**src/rtl/dmem_ctrl_pkg.sv**
```systemverilog
// Shared types and constants for the data-RAM sequencing controller.
package dmem_ctrl_pkg;

   localparam int DATA_WIDTH = 32;

   localparam logic [1:0] DMEM_WORD = 2'b00;
   localparam logic [1:0] DMEM_HALF = 2'b01;
   localparam logic [1:0] DMEM_BYTE = 2'b10;

   typedef enum logic [2:0] {
      ST_IDLE    = 3'd0,
      ST_RD      = 3'd1,
      ST_RD_DATA = 3'd2,
      ST_WR      = 3'd3,
      ST_DONE    = 3'd4
   } dmem_state_e;

   // Size code 2'b11 behaves as a halfword, so it shares the halfword rule.
   function automatic logic is_misaligned(input logic [1:0] size, input logic [1:0] addr_lo);
      logic mis;
      case (size)
         DMEM_WORD: mis = (addr_lo != 2'b00);
         DMEM_BYTE: mis = 1'b0;
         default:   mis = addr_lo[0];
      endcase
      return mis;
   endfunction

endpackage

```
**src/rtl/dmem_lane.sv**
```systemverilog
// Byte/halfword lane handling: load extraction with sign/zero extension and
// store merge of a sub-word into the word read back from RAM.
module dmem_lane
   import dmem_ctrl_pkg::*;
(
   input  logic [DATA_WIDTH-1:0] rd_word,
   input  logic [DATA_WIDTH-1:0] wdata,
   input  logic [1:0]            size,
   input  logic [1:0]            addr_lo,
   input  logic                  is_unsigned,
   output logic [DATA_WIDTH-1:0] load_data,
   output logic [DATA_WIDTH-1:0] merged_word
);

   logic [7:0]  byte_s;
   logic [15:0] half_s;
   logic        sext_s;

   // Lane selection, extension and merge.
   always_comb begin
      byte_s      = 8'h00;
      half_s      = 16'h0000;
      sext_s      = 1'b0;
      load_data   = rd_word;
      merged_word = rd_word;

      case (addr_lo)
         2'd0:    byte_s = rd_word[7:0];
         2'd1:    byte_s = rd_word[15:8];
         2'd2:    byte_s = rd_word[23:16];
         default: byte_s = rd_word[31:24];
      endcase

      if (addr_lo[1]) begin
         half_s = rd_word[31:16];
      end else begin
         half_s = rd_word[15:0];
      end

      case (size)
         DMEM_WORD: begin
            load_data   = rd_word;
            merged_word = wdata;
         end
         DMEM_BYTE: begin
            sext_s    = ~is_unsigned & byte_s[7];
            load_data = {{24{sext_s}}, byte_s};
            case (addr_lo)
               2'd0:    merged_word[7:0]   = wdata[7:0];
               2'd1:    merged_word[15:8]  = wdata[7:0];
               2'd2:    merged_word[23:16] = wdata[7:0];
               default: merged_word[31:24] = wdata[7:0];
            endcase
         end
         default: begin
            sext_s    = ~is_unsigned & half_s[15];
            load_data = {{16{sext_s}}, half_s};
            if (addr_lo[1]) begin
               merged_word[31:16] = wdata[15:0];
            end else begin
               merged_word[15:0] = wdata[15:0];
            end
         end
      endcase
   end

endmodule

```
**src/rtl/dmem_ctrl.sv**
```systemverilog
// Data-RAM sequencing controller: arbitrates core and loader ports, runs
// read-modify-write for sub-word stores and returns extended sub-word loads.
module dmem_ctrl
   import dmem_ctrl_pkg::*;
#(
   parameter int ADDR_WIDTH = 10
) (
   input  logic                  clk_t,
   input  logic                  rst_t,
   input  logic                  core_req_t,
   input  logic                  core_we_t,
   input  logic [1:0]            core_size_t,
   input  logic                  core_unsigned_t,
   input  logic [31:0]           core_addr_t,
   input  logic [31:0]           core_wdata_t,
   output logic [31:0]           core_rdata_t,
   output logic                  core_ack_t,
   output logic                  core_misalign_t,
   input  logic                  ldr_req_t,
   input  logic                  ldr_we_t,
   input  logic [31:0]           ldr_addr_t,
   input  logic [31:0]           ldr_wdata_t,
   output logic [31:0]           ldr_rdata_t,
   output logic                  ldr_ack_t,
   output logic                  ram_en_t,
   output logic                  ram_we_t,
   output logic [ADDR_WIDTH-1:0] ram_addr_t,
   output logic [31:0]           ram_wdata_t,
   input  logic [31:0]           ram_rdata_t
);

   localparam int AW2 = ADDR_WIDTH + 2;

   dmem_state_e state_q, state_d;

   logic                  we_q, we_d;
   logic [1:0]            size_q, size_d;
   logic                  uns_q, uns_d;
   logic [AW2-1:0]        addr_q, addr_d;
   logic [31:0]           wdata_q, wdata_d;
   logic                  gnt_ldr_q, gnt_ldr_d;
   logic                  err_q, err_d;
   logic                  last_ldr_q, last_ldr_d;

   logic [31:0]           core_rdata_q, core_rdata_d;
   logic                  core_ack_q, core_ack_d;
   logic                  core_misalign_q, core_misalign_d;
   logic [31:0]           ldr_rdata_q, ldr_rdata_d;
   logic                  ldr_ack_q, ldr_ack_d;
   logic                  ram_en_q, ram_en_d;
   logic                  ram_we_q, ram_we_d;
   logic [ADDR_WIDTH-1:0] ram_addr_q, ram_addr_d;
   logic [31:0]           ram_wdata_q, ram_wdata_d;

   logic                  req_any_s;
   logic                  pick_ldr_s;
   logic                  done_s;
   logic                  rd_done_s;
   logic [31:0]           load_data_s;
   logic [31:0]           merged_s;
   logic                  unused_s;

   // Address bits above the RAM range wrap; loader byte offset is ignored.
   assign unused_s = ^{core_addr_t[31:AW2], ldr_addr_t[31:AW2], ldr_addr_t[1:0]};

   dmem_lane u_lane (
      .rd_word     (ram_rdata_t),
      .wdata       (wdata_q),
      .size        (size_q),
      .addr_lo     (addr_q[1:0]),
      .is_unsigned (uns_q),
      .load_data   (load_data_s),
      .merged_word (merged_s)
   );

   // Round-robin grant and request capture; the lone requester always wins.
   always_comb begin
      req_any_s  = core_req_t | ldr_req_t;
      pick_ldr_s = ldr_req_t & (~core_req_t | ~last_ldr_q);
      if ((state_q == ST_IDLE) && req_any_s) begin
         if (pick_ldr_s) begin
            we_d       = ldr_we_t;
            size_d     = DMEM_WORD;
            uns_d      = 1'b0;
            addr_d     = {ldr_addr_t[AW2-1:2], 2'b00};
            wdata_d    = ldr_wdata_t;
            gnt_ldr_d  = 1'b1;
            err_d      = 1'b0;
            last_ldr_d = 1'b1;
         end else begin
            we_d       = core_we_t;
            size_d     = core_size_t;
            uns_d      = core_unsigned_t;
            addr_d     = core_addr_t[AW2-1:0];
            wdata_d    = core_wdata_t;
            gnt_ldr_d  = 1'b0;
            err_d      = is_misaligned(core_size_t, core_addr_t[1:0]);
            last_ldr_d = 1'b0;
         end
      end else begin
         we_d       = we_q;
         size_d     = size_q;
         uns_d      = uns_q;
         addr_d     = addr_q;
         wdata_d    = wdata_q;
         gnt_ldr_d  = gnt_ldr_q;
         err_d      = err_q;
         last_ldr_d = last_ldr_q;
      end
   end

   // Next-state logic.
   always_comb begin
      case (state_q)
         ST_IDLE: begin
            if (!req_any_s) begin
               state_d = ST_IDLE;
            end else if (err_d) begin
               state_d = ST_DONE;
            end else if (we_d && (size_d == DMEM_WORD)) begin
               state_d = ST_WR;
            end else begin
               state_d = ST_RD;
            end
         end
         ST_RD: state_d = ST_RD_DATA;
         ST_RD_DATA: begin
            if (we_q) begin
               state_d = ST_WR;
            end else begin
               state_d = ST_DONE;
            end
         end
         ST_WR:   state_d = ST_DONE;
         ST_DONE: state_d = ST_IDLE;
         default: state_d = ST_IDLE;
      endcase
   end

   // Output values for the coming cycle, derived from the next state.
   always_comb begin
      done_s    = (state_d == ST_DONE);
      rd_done_s = (state_q == ST_RD_DATA) && done_s;
      ram_en_d  = (state_d == ST_RD) || (state_d == ST_WR);
      ram_we_d  = (state_d == ST_WR);

      if (ram_en_d) begin
         ram_addr_d = addr_d[AW2-1:2];
      end else begin
         ram_addr_d = '0;
      end

      if (ram_we_d) begin
         if (state_q == ST_RD_DATA) begin
            ram_wdata_d = merged_s;
         end else begin
            ram_wdata_d = wdata_d;
         end
      end else begin
         ram_wdata_d = 32'h0000_0000;
      end

      core_ack_d      = done_s & ~gnt_ldr_d;
      ldr_ack_d       = done_s & gnt_ldr_d;
      core_misalign_d = done_s & ~gnt_ldr_d & err_d;

      if (rd_done_s && !gnt_ldr_q) begin
         core_rdata_d = load_data_s;
      end else begin
         core_rdata_d = 32'h0000_0000;
      end

      if (rd_done_s && gnt_ldr_q) begin
         ldr_rdata_d = ram_rdata_t;
      end else begin
         ldr_rdata_d = 32'h0000_0000;
      end
   end

   // State register.
   always_ff @(posedge clk_t) begin
      if (rst_t) begin
         state_q <= ST_IDLE;
      end else begin
         state_q <= state_d;
      end
   end

   // Captured request, arbitration pointer and registered outputs.
   always_ff @(posedge clk_t) begin
      if (rst_t) begin
         we_q            <= 1'b0;
         size_q          <= 2'b00;
         uns_q           <= 1'b0;
         addr_q          <= '0;
         wdata_q         <= 32'h0000_0000;
         gnt_ldr_q       <= 1'b0;
         err_q           <= 1'b0;
         last_ldr_q      <= 1'b1;
         core_rdata_q    <= 32'h0000_0000;
         core_ack_q      <= 1'b0;
         core_misalign_q <= 1'b0;
         ldr_rdata_q     <= 32'h0000_0000;
         ldr_ack_q       <= 1'b0;
         ram_en_q        <= 1'b0;
         ram_we_q        <= 1'b0;
         ram_addr_q      <= '0;
         ram_wdata_q     <= 32'h0000_0000;
      end else begin
         we_q            <= we_d;
         size_q          <= size_d;
         uns_q           <= uns_d;
         addr_q          <= addr_d;
         wdata_q         <= wdata_d;
         gnt_ldr_q       <= gnt_ldr_d;
         err_q           <= err_d;
         last_ldr_q      <= last_ldr_d;
         core_rdata_q    <= core_rdata_d;
         core_ack_q      <= core_ack_d;
         core_misalign_q <= core_misalign_d;
         ldr_rdata_q     <= ldr_rdata_d;
         ldr_ack_q       <= ldr_ack_d;
         ram_en_q        <= ram_en_d;
         ram_we_q        <= ram_we_d;
         ram_addr_q      <= ram_addr_d;
         ram_wdata_q     <= ram_wdata_d;
      end
   end

   assign core_rdata_t    = core_rdata_q;
   assign core_ack_t      = core_ack_q;
   assign core_misalign_t = core_misalign_q;
   assign ldr_rdata_t     = ldr_rdata_q;
   assign ldr_ack_t       = ldr_ack_q;
   assign ram_en_t        = ram_en_q;
   assign ram_we_t        = ram_we_q;
   assign ram_addr_t      = ram_addr_q;
   assign ram_wdata_t     = ram_wdata_q;

endmodule

```
**config.mk**
```make
export PLATFORM = sky130hd
export DESIGN_NAME = dmem_ctrl
export DESIGN_NICKNAME = d
export VERILOG_FILES = /design/src/rtl/dmem_ctrl_pkg.sv /design/src/rtl/dmem_lane.sv /design/src/rtl/dmem_ctrl.sv
export SDC_FILE = /design/constraint.sdc
export NUM_CORES = 1
export LEC_CHECK = 0
export ABC_CLOCK_PERIOD_IN_PS = 1800
export CAP_MARGIN = 40
export CORE_ASPECT_RATIO = 0.8
export CORE_MARGIN = 2
export CORE_UTILIZATION = 39
export DETAILED_ROUTE_END_ITERATION = 16
export GPL_TIMING_DRIVEN = 0
export HOLD_SLACK_MARGIN = 0.15
export PLACE_DENSITY = 0.76
export SETUP_SLACK_MARGIN = 0.5
export SLEW_MARGIN = 20
export SYNTH_ARGS = -nofsm -noshare
export SYNTH_HDL_FRONTEND = slang
export SYNTH_SLANG_ARGS = --single-unit
```
**constraint.sdc**
```tcl
create_clock -name clk_t -period 1.8 [get_ports clk_t]
set_input_delay 0.27 -clock clk_t [delete_from_list [all_inputs] [get_ports clk_t]]
set_output_delay 0.27 -clock clk_t [all_outputs]
set_load 0.01 [all_outputs]
```
* Word level (Yosys, flattened, before mapping) *
Index checks and enable logic that the tools add are counted.

word-level totals
  bits in registers = 165
  output and inout port bits = 111
  logic and storage cells = 93

operators by class
  equality and inequality tests = 10
  multiplexer cells = 30
  bitwise logic cells = 16
  reductions and logical operators = 18

operators with widths
  operator              number
  $pmux W32 S2          2
  $mux W32              3
  $mux W16              3
  $mux W8               4
  $mux W12              2
  $pmux W8 S3           1
  $pmux W3 S4           1
  $eq A3 B2 Y1 const B  3
  $mux W3               3
  $logic_not A2 Y1      4
  $not A1 Y1            8
  $reduce_or A2 Y1      4
  $mux W1               7
  $and A1 B1 Y1         6
  $eq A2 B2 Y1 const B  3
  $eq A3 B1 Y1 const B  2
  $mux W2               3
  $logic_and A1 B1 Y1   5
  $eq A3 B3 Y1 const B  1
  $logic_not A3 Y1      1
  $reduce_or A3 Y1      1
  $eq A2 B1 Y1 const B  1
  $or A1 B1 Y1          2
  $pmux W1 S2           1
  other kinds (3)       3

* Logic depth before layout (Yosys ltp) *
Gate-level depths: netlist of run 1.

  depth in word-level cells = 16
  gate-level depth with buffers = 8
  mapped depth without buffers = 6

* Cells and area by module *
A second synthesis of run 1 with hierarchy kept.

second synthesis, totals
  cell total of the unflattened synthesis = 911
  area total of the unflattened synthesis = 8554.5 µm²

modules (own cells, without submodules)
  module     times used  cells each  area an instance (µm²)  sequential area each (µm²)
  dmem_ctrl  1           635         6472.5                  3303.2
  dmem_lane  1           276         2082.0                  0.0

* Worst setup path after synthesis of run 1 *
Ideal clock, no wire load.

  kind = register -> register
  start = register state_q[0]
  end = register ram_wdata_q[3] (netlist: ram_wdata_t[3])
  setup time = 88 ps
  arrival = 1835 ps
  required time = 1712 ps
  slack = -123 ps
  stages on the path, launching flop included = 8
  path buffers = 2
  clock period less this slack = 1923 ps
  cell sequence = dfxtp_1 > nor3_4 > o21ai_2 > o31a_1 > or2_1 > clkbuf_1 > buf_6 > nor4_2

between the ends
  word-level cells in the longest chain between the ends = 12
  elaborated cells between the ends (all ways) = 19
  classes of those cells = eq/ne (4); mux (9); bitwise (1); reduce/logical (5)

ends and longest elaborated chain
  element                     line                               RTL
  start, declared             dmem_ctrl.sv:34                    dmem_state_e state_q, state_d;
  start signal, assigned      dmem_ctrl.sv:185                   state_q <= state_d;
  $logic_not A3 Y1            dmem_ctrl.sv:80, dmem_ctrl.sv:114
  $logic_and A1 B1 Y1         dmem_ctrl.sv:80                    if ((state_q == ST_IDLE) && req_any_s) begin
  $mux W2                     dmem_ctrl.sv:80
  $logic_not A2 Y1            dmem_ctrl.sv:120                   end else if (we_d && (size_d == DMEM_WORD)) begin
  $logic_and A1 B1 Y1         dmem_ctrl.sv:120
  $mux W2                     dmem_ctrl.sv:120
  $mux W3                     dmem_ctrl.sv:118                   end else if (err_d) begin
  $mux W3                     dmem_ctrl.sv:116                   if (!req_any_s) begin
  $pmux W3 S4                 dmem_ctrl.sv:114                   case (state_q)
  $eq A3 B2 Y1                dmem_ctrl.sv:145                   ram_we_d = (state_d == ST_WR);
  $not A1 Y1 (no line)        --
  $reduce_or A2 Y1 (no line)  --
  end signal, assigned        dmem_ctrl.sv:226                   ram_wdata_q <= ram_wdata_d;
  end, declared               dmem_ctrl.sv:53                    logic [31:0] ram_wdata_q, ram_wdata_d;

Several ways; a longest one is shown, not always the timed one.
A chain may end at the register's enable or synchronous reset.

* Worst setup path in the final report of run 1 *
  start = input core_size_t[0]
  end = register core_rdata_q[7] (netlist: core_rdata_t[7])

between the ends
  word-level cells in the longest chain between the ends = 13
  elaborated cells between the ends (all ways) = 18
  classes of those cells = eq/ne (2); mux (9); bitwise (1); reduce/logical (6)

ends and longest elaborated chain
  element                                                               line              RTL
  start, declared                                                       dmem_ctrl.sv:12   input logic [1:0] core_size_t,
  parallel branches: the longest is 5 deep, another holds $eq A2 B2 Y1  --
  $mux W3 (*)                                                           dmem_ctrl.sv:118
  $mux W3 (*)                                                           dmem_ctrl.sv:116
  $pmux W3 S4 (*)                                                       dmem_ctrl.sv:114
  $eq A3 B3 Y1 (*)                                                      dmem_ctrl.sv:142  done_s = (state_d == ST_DONE);
  $logic_and A1 B1 Y1 (*)                                               dmem_ctrl.sv:143  rd_done_s = (state_q == ST_RD_DATA) && done_s;
  $logic_and A1 B1 Y1 (*)                                               dmem_ctrl.sv:167  if (rd_done_s && !gnt_ldr_q) begin
  $not A1 Y1 (no line) (*)                                              --
  $reduce_or A2 Y1 (no line) (*)                                        --
  end signal, assigned                                                  dmem_ctrl.sv:218  core_rdata_q <= core_rdata_d;
  end, declared                                                         dmem_ctrl.sv:45   logic [31:0] core_rdata_q, core_rdata_d;

Every way passes the cells marked *.

==> metrics.txt, run 1 <==
Antenna Nets Post-Route 0; Hold Path Class input port to flop; initial cell density of the core about 40%; vias in the first global route roughly 7,300; Async S/R FF share, synth 0%; Die ar. approximately 19,000 um^2; Hold Crit Start core_unsigned_t; crit end category flop; Syn Std Cell Area about 7000 um^2; Yosys cell types 52; register bit total from synthesis ~170; status finished, violations left; first-pass GRT wire length 42.5 mm; M3 GR Usage 8.59%; Crit path largest cell delay ~0.52 ns; number of max-cap violations 0; commonest cells in the synthesized netlist dfxtp_1, nand2_1, a21oi_1; hold buffers post-CTS 0; FF-to-FF setup slack -0.24 ns; CTS max path bufs 2; TritonCTS clock tree built; Clock Skews between 0.01 and 0.015 ns; Crit path max-delay family simple AND/OR/NAND/NOR gates; placer's final routability congestion estimate 0.941; layout net count 1,263; gr ovfl total 0; period utilization 114%; Wirelength per Cell around 24 um; Main synth FF type dfxtp_1; Total Routing Usage GR around 30%; final worst path period need 2.05 ns; EDFF count, synth 0; Row Count 43; clock transition at the registers of the reported paths around 0.070 ns; Slew @ Worst Pin 0.850 ns; met1 usage approximately 37%; hold worst-path end uns_q; DRC violations left 0; Area Growth Syn to Fin 80.9%; most used routing layer met2; Post-Route WL 32.6 mm; Post-Syn Nets 952; H-tree Lvls 4; sequential fraction of the synthesis area approximately 47%; cell with the most instances after synthesis dfxtp_1; CP Data Arrival Time 2.41 ns; antenna violations before repair 1; PwrDens ~990 nW/um^2; VDD IR-drop max 0.614 mV; Die Width roughly 150 um; final setup margin -0.253 ns; RR Startpoint state_q[0]; vias per cell ~6.0; Mean Syn Cell Area between 8 and 9 um^2; crit start category input port; Warnings, synthesis 0; Detailed Place HPWL around 19 mm; Slew Limit Fails 0; max frequency roughly 0.49 GHz; utilization after layout 72.6%; port bufs around 240; count of final hold-check violations 0; RSZ-0062 raised after global routing yes; routed vias between 8,000 and 9,000; Final setup viols around 110; Worst path slowest cell clkdlybuf4s50_1; Crit Path Category input port to flop; CTS sink cnt around 170; Yosys top cell area share between 40 and 50%; CP Max Fanout 5; GRT met2 Usage 49.2%; Critical Path, Cell by Cell clkdlybuf4s50_1 > nor2b_1 > o221a_4 > a21oi_4 > or4_4 > clkbuf_16 > buf_12 > nor3_4; post-place setup slack -0.904 ns; R2R depth 8; largest net degree at the start of global routing 17; Pleak 5.03 nW; max_slew headroom between 40% and 50%; area leader, netlist dfxtp_1; hold path depth 3; Ports 280; worst reg2reg endpoint ram_wdata_t[31]; Critical Path RT 2.16 ns; CTS Root Cell clkbuf_16; Core Box Area 17,500 um^2; share of cells above drive strength 1 between 30% and 40%; clk_lat worst skew approximately 0.45 ns; Buf/Inv on CP 3; chip height 124 um; failing checks setup timing; drt pass-1 iters 9; 1st-iter DRT viols 828; Synth Instances between 700 and 800; TritonCTS Buffers 17; Synth area leaders dfxtp_1, a21oi_1, nand2_1
worst max-delay path by stage:
stage                     cells after the start       startpoint  slack (ns)               end
after global routing                          8   core_size_t[0]       -0.27    ram_wdata_t[3]
final                                         8   core_size_t[0]       -0.25   core_rdata_t[7]
after floorplan                               7       state_q[2]       -0.08   core_rdata_t[0]
after CTS                                     7       state_q[1]       -0.11   core_rdata_t[7]
after global placement                        8       core_req_t       -0.90   ldr_rdata_t[27]
after detailed placement                      5  ram_rdata_t[23]       -0.90  core_rdata_t[25]
logic make-up (layout without fill, tap and decap cells):
logic type / Yosys count / count (layout) / synth area share (%)
AO/OA/AOI/OAI: 203 / 203 / 19.4
buffers and inverters: 74 / 398 / 4.30
flip-flops: 165 / 165 / 47.1
multiplexers: 41 / 41 / 7.57
other: 0 / 1 / 0
AND/OR/NAND/NOR: 300 / 300 / 21.6
layer usage:
layer  up-vias  share of wire, %
li1       3421                 -
met1      3836                39
met2       628                45
met3       139                11
met4         0               4.7
met5         -                 0
flip-flops by register name, summed over array words and instances, names as in the netlist, 2 cells and up:
signal	count
core_rdata_t	32
ldr_rdata_t	32
ram_wdata_t	32
wdata_q	32
addr_q	12
ram_addr_t	10
state_q	3
size_q	2
report_power, final:
part           switching [mW]  internal (mW)  leakage, nW  total (mW)
Sequential              0.357           3.94         1.35        4.30
Combinational            2.34           2.30         3.41        4.64
Clock                    1.62           2.00        0.275        3.63
per-stage QoR:
step                area (um^2)  total power, mW  hold slack [ns]  setup TNS (ns)  cells
floorplan                  7220             5.87            0.392           -1.80    783
global placement           9870             6.86            0.454          -90.69   1245
detailed placement         9880             6.90            0.466          -84.47   1246
CTS                       11800             11.4            0.403           -4.80   1311
global route              12700             12.9            0.443          -19.29   1333
finish                    12700             12.6            0.465          -18.03   1333
worst reg2reg max path, stage by stage, from the launching register on:
cell and delay [ns]:
dfxtp_4 0.38, buf_6 0.13, nand3b_1 0.16, or3_1 0.37, o31a_1 0.16, or2_4 0.27
buf_12 0.16, buf_12 0.15, a211oi_2 0.17
final cells by class:
| class | count | area, um^2 |
|---|---|---|
| Antenna cell | 1 | 2.50 |
| Buffer | 68 | 757 |
| Clock buffer | 20 | 457 |
| Clock inverter | 12 | 116 |
| Fill cell | 1087 | 4780 |
| Inverter | 6 | 22.5 |
| Multi-Input combinational cell | 544 | 4830 |
| Sequential cell | 165 | 3320 |
| Tap cell | 225 | 282 |
| Timing Repair Buffer | 292 | 2910 |
cells in the final DEF (no fill, tap or decap), drive strengths merged, types with 2 or more instances in the layout:
cell	n
or2	2
nor3b	3
a21oi	78
clkdlybuf4s50	123
dfxtp	165
dlygate4sd2	18
clkinvlp	3
mux2i	16
mux4	8
nand3	2
a221o	8
nand2b	2
mux2	17
inv	13
o22ai	16
nand2	101
nor4	8
nor3	18
a22oi	23
a2bb2oi	24
and3	11
o21ai	16
and2	36
o21a	2
nand3b	9
clkdlybuf4s15	64
o32ai	24
clkbuf	95
buf	80
nor2b	30
nor2	74
timing repair:
action,CTS,global route
endpoints found under the hold margin,0,0
setup buffers,25,17
gates cloned,8,4
setup endpoints to repair,276,249
pin swaps,27,28
gates resized for setup,396,286
Note: power is estimated with default switching activity, not from simulation.
==> run 2, diff against run 1 <==
--- a/config.mk
+++ b/config.mk
@@ -9,11 +9,13 @@
 export CAP_MARGIN = 40
 export CORE_ASPECT_RATIO = 0.8
 export CORE_MARGIN = 2
-export CORE_UTILIZATION = 39
+export CORE_UTILIZATION = 50
 export DETAILED_ROUTE_END_ITERATION = 16
+export DONT_BUFFER_PORTS = 1
 export GPL_TIMING_DRIVEN = 0
 export HOLD_SLACK_MARGIN = 0.15
-export PLACE_DENSITY = 0.76
+export PLACE_DENSITY = 0.68
+export RECOVER_POWER = 100
 export SETUP_SLACK_MARGIN = 0.5
 export SLEW_MARGIN = 20
 export SYNTH_ARGS = -nofsm -noshare
==> run 2 against run 1 <==
Against the previous run:
- the run still ends with setup timing left
- highest routed layer unchanged
- die area fell by 21%
- clock power about the same
- sequential share of layout area up 4.0 points
- worst hold slack worse by 0.32 ns
- final cell count is 18% lower
- via count down 8.8%
- flip-flop and latch count did not move
- clock-buffer cell count unchanged
- global-route usage rose by 9.5 points
==> metrics.txt, run 2 (synthesis gave the netlist of run 1 again) <==
Hold Path Class input port to flop; DR top layer met4; Antenna Nets Post-Route 0; CTS Root Cell clkbuf_16; CP Max Fanout 9; Hold Crit Start core_size_t[0]; placer's final routability congestion estimate 0.957; Critical path origin state_q[2]; routed vias 7,314; routed length on met3 4.14 mm; Post-Route WL between 30 and 40 mm; Power, Total 12.3 mW; gr ovfl total 0; Die ar. about 15,000 um^2; DRC violations left 0; commonest non-fill, non-tap cells in the layout dfxtp_1, nand2_1, nor2_1; RSZ-0062 raised after global routing yes; crit start category flop; Detailed Place HPWL ~18 mm; number of max-cap violations 0; Die Width around 140 um; PwrDens between 1000 and 1500 nW/um^2; final worst path period need 2.02 ns; TritonCTS clock tree built; vias per cell roughly 6.7; vias in the first global route around 6,900; port bufs 0; max_slew headroom between 30% and 40%; largest net degree at the start of global routing 17; post-route cell area about 11,000 um^2; TNS Setup -13.20 ns; Clock Skews ~0.011 ns; antenna violations before repair 3; layout net count 1,071; count of final hold-check violations 0; 1st-iter DRT viols about 960; Slew Limit Fails 0; VDD IR-drop max 1.09 mV; Final setup viols between 100 and 150; area of placed instances approximately 7400 um^2; failing checks setup timing; clock transition at the registers of the reported paths around 0.070 ns; Row Count 38; clk_lat worst skew roughly 0.44 ns; Area Growth Syn to Fin 56.6%; share of cells above drive strength 1 a little over two fifths; period utilization 112%; initial cell density of the core about half; Metal-1 WL 12.0 mm; WL met2 14.2 mm; Slew @ Worst Pin approximately 0.99 ns; H-tree Lvls 4; TritonCTS Buffers 17; Ports between 200 and 300; crit end category flop; commonest non-fill, non-tap cell in the layout dfxtp_1; chip height roughly 110 um; status finished, violations left; max frequency ~0.49 GHz; Total Routing Usage GR 39.0%; CTS sink cnt about 170; Crit Path Category flop to flop; RR Startpoint state_q[2]; first-pass GRT wire length roughly 42 mm; Core Box Area about 14,000 um^2; Wirelength per Cell 28.8 um; final setup margin -0.224 ns; CTS max path bufs 2; fillcell total 710; drt pass-1 iters 6; CP Data Arrival Time about 2.3 ns; Pleak 4.18 nW; Critical Path RT between 2 and 2.5 ns
## run 2: changes by cell type in the layout (fill, tap and decap cells not counted), sizes merged
cell	change
dlygate4sd2	-18
diode	+2
clkdlybuf4s15	-64
clkbuf	-23
dlygate4sd3	+42
clkdlybuf4s50	-123
clkinvlp	-1
inv	-2
buf	-6
clkinv	+3
## run 2: worst paths after layout
kind / endpoint / slack (ns) / depth (start not counted)
hold / removal: size_q[0] / 0.14 / 3
setup reg to reg: ram_wdata_t[1] / -0.22 / 7
setup / recovery: ram_wdata_t[1] / -0.22 / 7
hold reg to reg: err_q / 0.50 / 2
## run 2: layer usage
layer  vias up  GRT usage, %
met5         -             0
met2       594          59.9
met3       120          16.2
met1      3566          48.5
met4         0          16.0
li1       3034             -
## run 2: worst max-delay path, stage by stage (launching register included)
cell	delay, ns
dfxtp_4	0.37
buf_4	0.15
buf_12	0.12
nor3b_4	0.28
o221ai_4	0.25
nand2_2	0.24
nor2_1	0.08
nor4_1	0.39
## run 2: stage by stage
step                      instances  util (%)  hold WS (ns)  worst slack, ns
after floorplan                 783         -         0.392          -0.0826
final                          1098      80.6         0.145           -0.224
after detailed placement        963      54.6         0.395           -0.644
after CTS                      1073      73.5         0.152           -0.148
after global placement          963      54.6         0.394           -0.605
after global routing           1097      80.6         0.153           -0.303
## run 2: cell type report
class,count,area (um^2),area share (%)
antenna,3,7.51,0.0683
buffer,68,713,6.49
clock buffer,20,467,4.24
clock inverter,12,116,1.06
inverter,6,27.5,0.250
multi-input combinational,544,4880,44.4
sequential,165,3320,30.2
tap,180,225,2.05
timing repair buffer,100,1240,11.3
## run 2: timing repair
action	CTS	global route
pin swaps	57	23
buffers inserted	27	12
hold endpoints to repair	81	1
hold buffers	41	1
cloned	10	8
resized for setup	245	155
setup endpoints to repair	165	165
## run 2: power breakdown
group	switching (mW)	internal (mW)	leakage, nW
sequential	0.412	3.94	1.35
combinational	2.22	2.11	2.55
clock	1.61	2.04	0.285
